==> src/rtl/nibble_serial_adder_ctrl.sv <==
`default_nettype none
// ============================================================================
//  Module      : nibble_serial_adder_ctrl
//  Description : Performs a WIDTH-bit addition over WIDTH/4 cycles using one
//                external 4-bit adder slice. Operands are accepted on a
//                valid/ready port, fed to the slice one nibble pair per cycle
//                (LSB nibble first), the slice carry is registered between
//                nibbles, and the assembled sum is returned on a valid/ready
//                output port.
//  Revision    : 1.0 - initial release
// ----------------------------------------------------------------------------
//  Ports
//    clk_i         rising-edge clock
//    rst_ni        asynchronous active-low reset
//    in_valid_i    operand request
//    in_ready_o    block can accept operands (high only in IDLE)
//    in_a_i        operand A            [WIDTH-1:0]
//    in_b_i        operand B            [WIDTH-1:0]
//    in_cin_i      carry-in of the wide add
//    slice_a_o     current nibble of A to the slice (0 outside RUN)
//    slice_b_o     current nibble of B to the slice (0 outside RUN)
//    slice_cin_o   carry into the slice (0 outside RUN)
//    slice_sum_i   slice sum, combinational return
//    slice_cout_i  slice carry-out, combinational return
//    out_valid_o   result available
//    out_ready_i   consumer accepts the result
//    out_sum_o     result sum            [WIDTH-1:0]
//    out_cout_o    result carry-out
//  Parameters
//    WIDTH         operand width; multiple of 4 and at least 8
// ============================================================================
module nibble_serial_adder_ctrl #(
   parameter int WIDTH = 16
) (
   input  logic             clk_i,
   input  logic             rst_ni,
   // operand port
   input  logic             in_valid_i,
   output logic             in_ready_o,
   input  logic [WIDTH-1:0] in_a_i,
   input  logic [WIDTH-1:0] in_b_i,
   input  logic             in_cin_i,
   // external 4-bit slice
   output logic [3:0]       slice_a_o,
   output logic [3:0]       slice_b_o,
   output logic             slice_cin_o,
   input  logic [3:0]       slice_sum_i,
   input  logic             slice_cout_i,
   // result port
   output logic             out_valid_o,
   input  logic             out_ready_i,
   output logic [WIDTH-1:0] out_sum_o,
   output logic             out_cout_o
);

   // -------------------------------------------------------------------------
   // Derived constants
   // -------------------------------------------------------------------------
   localparam int SLICES = WIDTH / 4;
   localparam int IDX_W  = (SLICES > 1) ? $clog2(SLICES) : 1;

   // Index value of the final nibble; the result is committed on this edge.
   localparam logic [IDX_W-1:0] LAST_IDX = IDX_W'(SLICES - 1);

   // -------------------------------------------------------------------------
   // State encoding
   // -------------------------------------------------------------------------
   localparam logic [1:0] ST_IDLE = 2'd0;
   localparam logic [1:0] ST_RUN  = 2'd1;
   localparam logic [1:0] ST_DONE = 2'd2;

   // -------------------------------------------------------------------------
   // Registers and their next-state values
   // -------------------------------------------------------------------------
   logic [1:0]       state_q,     state_d;
   logic [IDX_W-1:0] idx_q,       idx_d;
   logic             carry_q,     carry_d;
   logic [WIDTH-1:0] a_q,         a_d;
   logic [WIDTH-1:0] b_q,         b_d;
   logic [WIDTH-1:0] asm_q,       asm_d;
   logic [WIDTH-1:0] out_sum_q,   out_sum_d;
   logic             out_cout_q,  out_cout_d;
   logic             out_valid_q, out_valid_d;

   // Handshake qualifiers
   logic in_fire;
   logic out_fire;
   logic last_nibble;

   assign in_fire     = in_valid_i  && in_ready_o;
   assign out_fire    = out_valid_q && out_ready_i;
   assign last_nibble = (idx_q == LAST_IDX);

   // -------------------------------------------------------------------------
   // Process 1: state and datapath registers
   // -------------------------------------------------------------------------
   always_ff @(posedge clk_i or negedge rst_ni) begin
      if (!rst_ni) begin
         state_q     <= ST_IDLE;
         idx_q       <= '0;
         carry_q     <= 1'b0;
         a_q         <= '0;
         b_q         <= '0;
         asm_q       <= '0;
         out_sum_q   <= '0;
         out_cout_q  <= 1'b0;
         out_valid_q <= 1'b0;
      end else begin
         state_q     <= state_d;
         idx_q       <= idx_d;
         carry_q     <= carry_d;
         a_q         <= a_d;
         b_q         <= b_d;
         asm_q       <= asm_d;
         out_sum_q   <= out_sum_d;
         out_cout_q  <= out_cout_d;
         out_valid_q <= out_valid_d;
      end
   end

   // -------------------------------------------------------------------------
   // Process 2: next-state and datapath update
   // -------------------------------------------------------------------------
   always_comb begin
      state_d     = state_q;
      idx_d       = idx_q;
      carry_d     = carry_q;
      a_d         = a_q;
      b_d         = b_q;
      asm_d       = asm_q;
      out_sum_d   = out_sum_q;
      out_cout_d  = out_cout_q;
      out_valid_d = out_valid_q;

      case (state_q)
         ST_IDLE: begin
            if (in_fire) begin
               a_d     = in_a_i;
               b_d     = in_b_i;
               carry_d = in_cin_i;
               idx_d   = '0;
               state_d = ST_RUN;
            end
         end

         ST_RUN: begin
            // Each slice result enters from the MSB side, so after SLICES
            // shifts the first (least significant) nibble sits at [3:0].
            asm_d   = {slice_sum_i, asm_q[WIDTH-1:4]};
            carry_d = slice_cout_i;
            a_d     = {4'b0000, a_q[WIDTH-1:4]};
            b_d     = {4'b0000, b_q[WIDTH-1:4]};
            idx_d   = idx_q + IDX_W'(1);

            if (last_nibble) begin
               // The result register takes the assembly value including the
               // nibble produced this cycle; the final carry only appears on
               // the result carry-out.
               out_sum_d   = {slice_sum_i, asm_q[WIDTH-1:4]};
               out_cout_d  = slice_cout_i;
               out_valid_d = 1'b1;
               idx_d       = '0;
               state_d     = ST_DONE;
            end
         end

         ST_DONE: begin
            // Result and carry-out stay in place after the handshake until
            // the next completion overwrites them.
            if (out_fire) begin
               out_valid_d = 1'b0;
               state_d     = ST_IDLE;
            end
         end

         default: begin
            state_d     = ST_IDLE;
            out_valid_d = 1'b0;
         end
      endcase
   end

   // -------------------------------------------------------------------------
   // Process 3: state-decoded outputs
   // -------------------------------------------------------------------------
   always_comb begin
      in_ready_o  = 1'b0;
      slice_a_o   = 4'h0;
      slice_b_o   = 4'h0;
      slice_cin_o = 1'b0;

      case (state_q)
         ST_IDLE: begin
            in_ready_o = 1'b1;
         end
         ST_RUN: begin
            slice_a_o   = a_q[3:0];
            slice_b_o   = b_q[3:0];
            slice_cin_o = carry_q;
         end
         default: begin
            in_ready_o = 1'b0;
         end
      endcase
   end

   assign out_valid_o = out_valid_q;
   assign out_sum_o   = out_sum_q;
   assign out_cout_o  = out_cout_q;

endmodule
`default_nettype wire
==> config.mk <==
export PLATFORM = sky130hd
export DESIGN_NAME = nibble_serial_adder_ctrl
export DESIGN_NICKNAME = d
export VERILOG_FILES = /design/src/rtl/nibble_serial_adder_ctrl.sv
export SDC_FILE = /design/constraint.sdc
export NUM_CORES = 1
export LEC_CHECK = 0
export ABC_AREA = 0
export CAP_MARGIN = 5
export CORE_MARGIN = 2
export CORE_UTILIZATION = 30
export DETAILED_ROUTE_END_ITERATION = 8
export GPL_ROUTABILITY_DRIVEN = 0
export PLACE_DENSITY = 0.62
export SYNTH_ARGS = -nofsm -noshare
export SYNTH_HDL_FRONTEND = slang
export SYNTH_SLANG_ARGS = --single-unit
==> constraint.sdc <==
create_clock -name clk_i -period 1.5 [get_ports clk_i]
set_clock_uncertainty 0.2 [all_clocks]
set_input_delay 0.225 -clock clk_i [delete_from_list [all_inputs] [get_ports clk_i]]
set_output_delay 0.225 -clock clk_i [all_outputs]
set_load 0.01 [all_outputs]
* Word-level counts from Yosys, hierarchy flattened
Cells that the tools add are included.
** Word-level totals
- Logic and storage cells :: 45
- Flip-flop bits (word level) :: 71
- Input port bits :: 42
- Output and inout port bits :: 28
** Operators by class
- Reduce and logical (&&, ||, !) cells :: 8
- Add/subtract/negate cells :: 1
- Muxes and demuxes :: 20
- Bitwise logic cells :: 1
- Eq/ne operators :: 6
** Operator list (number)
- 16-bit one-hot mux with 2 select lines :: 2
- 16-bit two-way mux :: 2
- 2-bit two-way mux :: 5
- 4-bit two-way mux :: 2
- 2-bit inequality test (second input constant) :: 3
- 2-bit one-hot mux with 3 select lines :: 1
- 3-bit AND reduction :: 2
- 1-bit two-way mux :: 5
- 2-bit == test (second input constant) :: 2
- 2-bit one-hot mux with 2 select lines :: 1
- 2-bit AND reduction :: 2
- 1-bit one-hot mux with 3 select lines :: 1
- 2-bit by 1-bit adder with 2-bit output (second input constant) :: 1
- 2-bit by 1-bit == test with 1-bit output (second input constant) :: 1
- 1-bit logical AND :: 2
- 2-bit zero test :: 1
- 1-bit one-hot mux with 2 select lines :: 1
- 2-bit nonzero test :: 1
- 1-bit NOT :: 1

* Longest topological paths before layout
Gate-level depths: netlist (run 1).
- Word-level depth :: 5
- Depth in mapped cells :: 6
- Gate-level depth less buffers :: 3

* Worst setup path before layout (run 1)
No wires, ideal clock.
- Path kind :: register -> register
- From :: register idx_q[0]
- To :: register out_sum_q[10], in the netlist out_sum_o[10]
- Clock period less this slack :: 1533 ps
- Buffers on the path :: 1
- Data required time :: 1175 ps
- Setup slack :: -33 ps
- Arrival :: 1208 ps
- Library setup time :: 125 ps
- Cell stages (with the launch flop) :: 5
- Path through :: dfrtp_1 -> ha_1 -> nand2_4 -> buf_6 -> mux2_4
** On the way
- Longest elaborated chain between the ends :: 2
** Ends and longest elaborated chain
- start: declaration :: line 76 : logic [IDX_W-1:0] idx_q, idx_d;
- start signal: assignment :: line 110 : idx_q <= idx_d;
- 2-bit == test :: line 92 : assign last_nibble = (idx_q == LAST_IDX);
- 2-bit AND reduction (no line)
- end signal: assignment :: line 115 : out_sum_q <= out_sum_d;
- end: declaration :: line 81 : logic [WIDTH-1:0] out_sum_q, out_sum_d;
Every way passes these cells.
A chain may end at the register's enable or synchronous reset.

* Worst setup path in the final report (run 1)
- From :: register state_q[1]
- To :: output port slice_b_o[3]
** On the way
- Longest elaborated chain between the ends :: 2
** Ends and longest elaborated chain
- start: declaration :: line 75 : logic [1:0] state_q, state_d;
- start signal: assignment :: line 109 : state_q <= state_d;
- 2-bit by 1-bit == test with 1-bit output :: line 192 : case (state_q)
- 4-bit two-way mux :: line 192
- end: declaration :: line 45 : output logic [3:0] slice_b_o,
Every way passes these cells.

==> results.cfg, run 1 <==
[setup_path]
crit_fanout = 4
critPathKind = reg2out
arrival_ns = 1.39
required_ns = 1.07
cp-end-kind = primary output
setup.worst_path.start_class = flip-flop

[floorplan]
dieArea_um2 = 10900
core_um2 = 9770
initial_core_util_pct = 30.9
die_h_um = 104
num_rows = 36
ios = 70
die_x_um = 104

[sta]
hold_viol = 0
worst_slew_pin_slew_ns = 0.378
period_share_pct = 121
tns_ns = -10.37
rsz0062_at_grt = yes
slew-limit-headroom_pct = 74.8
max_freq_ghz = 0.552
finalSetupViolCount = 59
min_period_ns = 1.81
slew_viol_final = 0
fin_ws_ns = -0.311

[power_and_ir_drop]
leakage_nw = 2.12
power_density_nw_per_um2 = 2140
peakVddDrop_mv = 0.796

[logic_synthesis]
ys_ff_latch = 67
synth_area_um2 = 3020
synth.distinct_cells = 31
synthFlopType = dfrtp_1
syn_nets = 318
synth_cells = 275
avgSynthCellArea_um2 = 11.0
synth-edff-count = 0
yosys_warnings = 0
async_reset_ff_share_pct = 100
yosysSeqAreaShare_pct = 55.5

[global_routing]
grt_max_degree = 68
antenna_found_initial = 0
grt_util_all_layers_pct = 14.3
grt_first_pass_wirelength_um = 12400
overflow = 0
grt_pass1_vias = 2506

[cts]
tritoncts = done
cts.sinks = 67
clk_pin_slew_ns = 0.08
htreeDepth = 3
cts_made_buffers = 9
clock_path_buffers = 2
cts-root-buf = clkbuf_8
clk_latency_ns = 0.35

[min_path]
min_path_type = in2async

[place]
dp_cells = 482
numPortBuffers = 69
place_ws_ns = -0.380
hpwl_um = 4730

[finish]
nets = 425
drive_above_1_share_pct = 28.4
n_fill_cell = 942
diodes = 0
area_growth_pct = 50.4
multiInputGateArea_um2 = 1400
fin_cells = 520
seq_area_um2 = 1680

[drt]
route.detailed.drc = 0
vias_per_cell = 4.70
num_vias = 2445
wl_per_cell_um = 14.3
drt_iter0_drc = 106
postRouteAntennaNets = 0
dr.pass1.iters = 4
wirelength_um = 7420

[status]
violations = negative setup slack
status = complete, but fails checks

[run]
drv_cap = 0
==> per-layer routing <==
layer	GRT usage, %	vias to the layer above	share of wire [%]
met5	0	-	0
li1	-	1180	-
met2	22.5	60	46
met1	18.9	1196	48
met3	4.70	9	4.9
met4	4.05	0	1.1
==> kinds of logic (layout without fill, tap and decap cells) <==
| kind of cell | after synthesis | count (layout) | synth area share [%] |
|---|---|---|---|
| and+or+nand+nor | 103 | 107 | 16.5 |
| DFF | 67 | 67 | 55.5 |
| AOI/OAI and AO/OA | 64 | 64 | 15.8 |
| buffers and inverters | 23 | 131 | 4.35 |
| muxes | 17 | 17 | 7.45 |
| adders and majority gates | 1 | 1 | 0.414 |
==> cell usage after synthesis, types with 2 or more instances <==
master / n / area, µm²
dfrtp_1: 67 / 1680
nand2_1: 59 / 221
o21ai_0: 23 / 115
nand2b_1: 18 / 113
a221o_1: 15 / 150
buf_2: 12 / 60.1
and2_1: 9 / 56.3
mux2_4: 9 / 135
mux2_2: 8 / 90.1
a22o_1: 5 / 43.8
a2bb2oi_1: 5 / 43.8
inv_1: 5 / 18.8
o22a_1: 5 / 43.8
a211oi_1: 4 / 30.0
nor3_1: 4 / 20.0
nor3b_1: 4 / 30.0
buf_6: 3 / 33.8
nor2_1: 3 / 11.3
a21oi_1: 2 / 10.0
buf_4: 2 / 15.0
nor2b_1: 2 / 12.5
o21ai_1: 2 / 10.0
==> layout by cell type, fill, tap and decap left out, types with 7 or more instances in the layout <==
master | netlist | routed
buf_6 | 3 | 21
clkbuf_8 | 0 | 9
dfrtp_1 | 67 | 67
nand2_1 | 59 | 58
clkdlybuf4s50_1 | 0 | 40
mux2_4 | 9 | 17
and2_4 | 0 | 7
buf_4 | 2 | 20
nand2b_1 | 18 | 16
o21ai_0 | 23 | 20
dlygate4sd2_1 | 0 | 14
a221o_1 | 15 | 15
==> registers in the layout, indices dropped and copies added (netlist names) <==
signal and flops:
a_q 16, asm_q 12, b_q 16, carry_q 1, idx_q 2, out_cout_o 1
out_sum_o 16, out_valid_o 1, state_q 2
==> path summary, 6_finish.rpt <==
path	startpoint	endpoint	slack [ns]	depth (start not counted)
min in group clk_i	in_a_i[14]	a_q[14]	0.23	3
max	state_q[1]	slice_b_o[3]	-0.31	4
min reg2reg	asm_q[7]	asm_q[7]	0.28	2
min	rst_ni	out_sum_o[2]	0.19	3
max in group asynchronous	rst_ni	a_q[1]	0.57	3
max reg2reg	state_q[0]	a_q[11]	-0.24	6
==> worst max-delay path: stages, from the launching register on <==
cell and delay (ns):
dfrtp_1 0.40, and2b_4 0.30, buf_6 0.11, and2_4 0.14, buf_6 0.09
==> layout make-up <==
cell class / instances / share of cell area (%)
multi-input cells: 189 / 30.7
flip-flops and latches: 67 / 36.9
inverters: 5 / 0.413
well taps: 133 / 3.66
repair buffers: 110 / 23.8
clock inverters: 7 / 1.82
clock buffers: 9 / 2.73
==> power by group <==
| group | internal [W] | switching [W] |
|---|---|---|
| registers | 0.00264 | 0.000533 |
| logic | 0.00282 | 0.00217 |
| clock network | 0.000796 | 0.000766 |
==> through the flow <==
stage	hold slack [ns]	instance area, µm²	total power, W	utilization [%]
floorplan	-0.271	3030	0.00549	-
global placement	0.0744	3960	0.00708	40.5
detailed placement	0.0718	3960	0.00718	40.5
CTS	0.218	4440	0.00949	45.4
global route	0.232	4550	0.0104	46.5
finish	0.193	4550	0.00973	46.5
==> timing repair <==
| action | CTS | global route |
|---|---|---|
| resized for setup | 99 | 26 |
| endpoints found under the setup margin | 88 | 77 |
| pin swaps | 15 | 3 |
| endpoints found under the hold margin | 67 | 0 |
| hold buffers | 1 | 0 |
| cloned | 6 | 0 |
| buffers inserted | 12 | 3 |
No activity file was read; power rests on OpenSTA's default activity.
==> run 2: changes to the inputs <==
--- a/config.mk
+++ b/config.mk
@@ -11,7 +11,7 @@
 export CORE_UTILIZATION = 30
 export DETAILED_ROUTE_END_ITERATION = 8
 export GPL_ROUTABILITY_DRIVEN = 0
-export PLACE_DENSITY = 0.62
+export PLACE_DENSITY = 0.61
 export SYNTH_ARGS = -nofsm -noshare
 export SYNTH_HDL_FRONTEND = slang
 export SYNTH_SLANG_ARGS = --single-unit
==> constraint.sdc (replaced) <==
create_clock -name clk_i -period 1.9 [get_ports clk_i]
set_clock_uncertainty 0.2 [all_clocks]
set_input_delay 0.285 -clock clk_i [delete_from_list [all_inputs] [get_ports clk_i]]
set_output_delay 0.285 -clock clk_i [all_outputs]
set_load 0.01 [all_outputs]
==> results.cfg, run 2 (synthesized netlist as in run 1, its figures left out) <==
[status]
status = complete, but fails checks
violations = negative setup slack

[finish]
drive_above_1_share_pct = 21.6
diodes = 0
fin_cells = 503
seq_area_um2 = 1680
area_growth_pct = 42.3
layout_common_cells = dfrtp_1 (67), nand2_1 (59), clkdlybuf4s50_1 (58), o21ai_0 (23), nand2b_1 (18)
layout_commonest_cell = dfrtp_1
n_fill_cell = 959
multiInputGateArea_um2 = 1260
nets = 408

[floorplan]
core_um2 = 9770
dieArea_um2 = 10900
num_rows = 36
die_h_um = 104
die_x_um = 104
initial_core_util_pct = 30.9
ios = 70

[sta]
fin_ws_ns = -0.0194
period_share_pct = 101
slew_viol_final = 0
finalSetupViolCount = 2
slew-limit-headroom_pct = 68.0
max_freq_ghz = 0.521
min_period_ns = 1.92
worst_slew_pin_slew_ns = 0.480
rsz0062_at_grt = yes
hold_viol = 0

[setup_path]
cp-end-kind = primary output
setup.worst_path.start_class = flip-flop
crit_fanout = 4
critPathKind = reg2out
arrival_ns = 1.43
required_ns = 1.41

[place]
place_ws_ns = -0.0239
numPortBuffers = 69
dp_cells = 474
hpwl_um = 4850

[cts]
tritoncts = done
cts-root-buf = clkbuf_8
cts_made_buffers = 9
clock_path_buffers = 2
clk_pin_slew_ns = 0.08
cts.sinks = 67
clk_latency_ns = 0.34
htreeDepth = 3

[global_routing]
grt_util_all_layers_pct = 14.5
grt_max_degree = 38
antenna_found_initial = 0
grt_first_pass_wirelength_um = 12600
grt_pass1_vias = 2441
overflow = 0

[drt]
route.detailed.drc = 0
top_layer_used = met4
dr.pass1.iters = 4
route.met2.wl_um = 3470
postRouteAntennaNets = 0
wirelength_um = 7360
vias_per_cell = 4.65
wl_met1_um = 3460
wl_per_cell_um = 14.6
num_vias = 2337
dr_wl_met3_um = 362
drt_iter0_drc = 68

[power_and_ir_drop]
p_sw_w = 0.00249
p_seq_share_pct = 33.6
power.internal_w = 0.00494
p_clk_share_pct = 21.4
peakVddDrop_mv = 0.663
comb_power_share_pct = 44.9
p_sw_share_pct = 33.5
leakage_nw = 1.97
power_density_nw_per_um2 = 1730

[min_path]
min_path_type = in2async

[run]
drv_cap = 0
[run 2: changes by cell type in the layout (fill, tap and decap cells not counted), moves of 4 or more]
cell | previous run | this run
clkdlybuf4s50_1 | 40 | 58
dlygate4sd2_1 | 14 | 0
buf_6 | 21 | 8
mux2_2 | 0 | 8
mux2_4 | 17 | 9
and2_1 | 2 | 6
and2_4 | 7 | 3
clkdlybuf4s15_1 | 4 | 0
[run 2: area by class of cell]
type | count | share of cell area (%)
clock inverters | 7 | 3.41
well taps | 133 | 3.87
flip-flops and latches | 67 | 39.0
inverters | 5 | 0.437
multi-input cells | 187 | 29.3
clock buffers | 9 | 2.88
repair buffers | 95 | 21.1
[run 2: critical path, stage by stage (launching register included)]
cell and delay (ns):
dfrtp_1 0.39, and2b_4 0.29, buf_6 0.11, buf_6 0.08, and2_4 0.13, buf_6 0.09
[run 2: routing by layer]
layer / up-vias / global-route usage [%]
met4: 0 / 4.05
met3: 7 / 4.07
met2: 59 / 23.4
met1: 1123 / 19.1
met5: - / 0
li1: 1148 / -
[run 2: final timing paths]
check,end,start,depth (start not counted),slack [ns]
min,out_sum_o[5],rst_ni,2,0.19
max reg2reg,out_sum_o[8],state_q[1],6,0.08
min in group clk_i,asm_q[6],asm_q[6],2,0.28
max,slice_a_o[2],state_q[1],5,-0.02
max in group asynchronous,asm_q[7],rst_ni,3,0.77
min reg2reg,asm_q[6],asm_q[6],2,0.28
[run 2: power groups by stage]
| stage | clock [W] | combinational (W) | sequential (W) |
|---|---|---|---|
| final | 0.00159 | 0.00334 | 0.00250 |
| after detailed placement | 0 | 0.00305 | 0.00252 |
| after global routing | 0.00169 | 0.00367 | 0.00260 |
| after global placement | 0 | 0.00296 | 0.00250 |
| after floorplan | 0 | 0.00184 | 0.00249 |
| after CTS | 0.00163 | 0.00325 | 0.00250 |
[run 2: what timing repair did]
item,4_1_cts,5_1_grt
gates resized for setup,48,11
gates cloned,1,1
hold endpoints to repair,15,0
buffers inserted,8,2
endpoints found under the setup margin,10,31
hold buffers,1,0
pin swaps,1,0
[run 2: per-stage QoR]
step | hold slack, ns | total power, W | TNS, ns | util [%] | instance area (µm²)
2_1_floorplan | -0.211 | 0.00433 | 0 | - | 3020
3_3_place_gp | 0.0281 | 0.00546 | -0.00677 | 39.9 | 3900
3_5_place_dp | 0.0283 | 0.00557 | -0.100 | 39.9 | 3900
4_1_cts | 0.196 | 0.00738 | -0.0681 | 43.4 | 4240
5_1_grt | 0.224 | 0.00795 | -0.264 | 44.0 | 4300
6_report | 0.191 | 0.00743 | -0.0288 | 44.0 | 4300
==> run 3: changes to the inputs <==
--- a/config.mk
+++ b/config.mk
@@ -6,7 +6,7 @@
 export NUM_CORES = 1
 export LEC_CHECK = 0
 export ABC_AREA = 0
-export CAP_MARGIN = 5
+export CAP_MARGIN = 30
 export CORE_MARGIN = 2
 export CORE_UTILIZATION = 30
 export DETAILED_ROUTE_END_ITERATION = 8
==> results of run 3 <==
No change in the layout: final DEF, timing and power equal those of run 2.
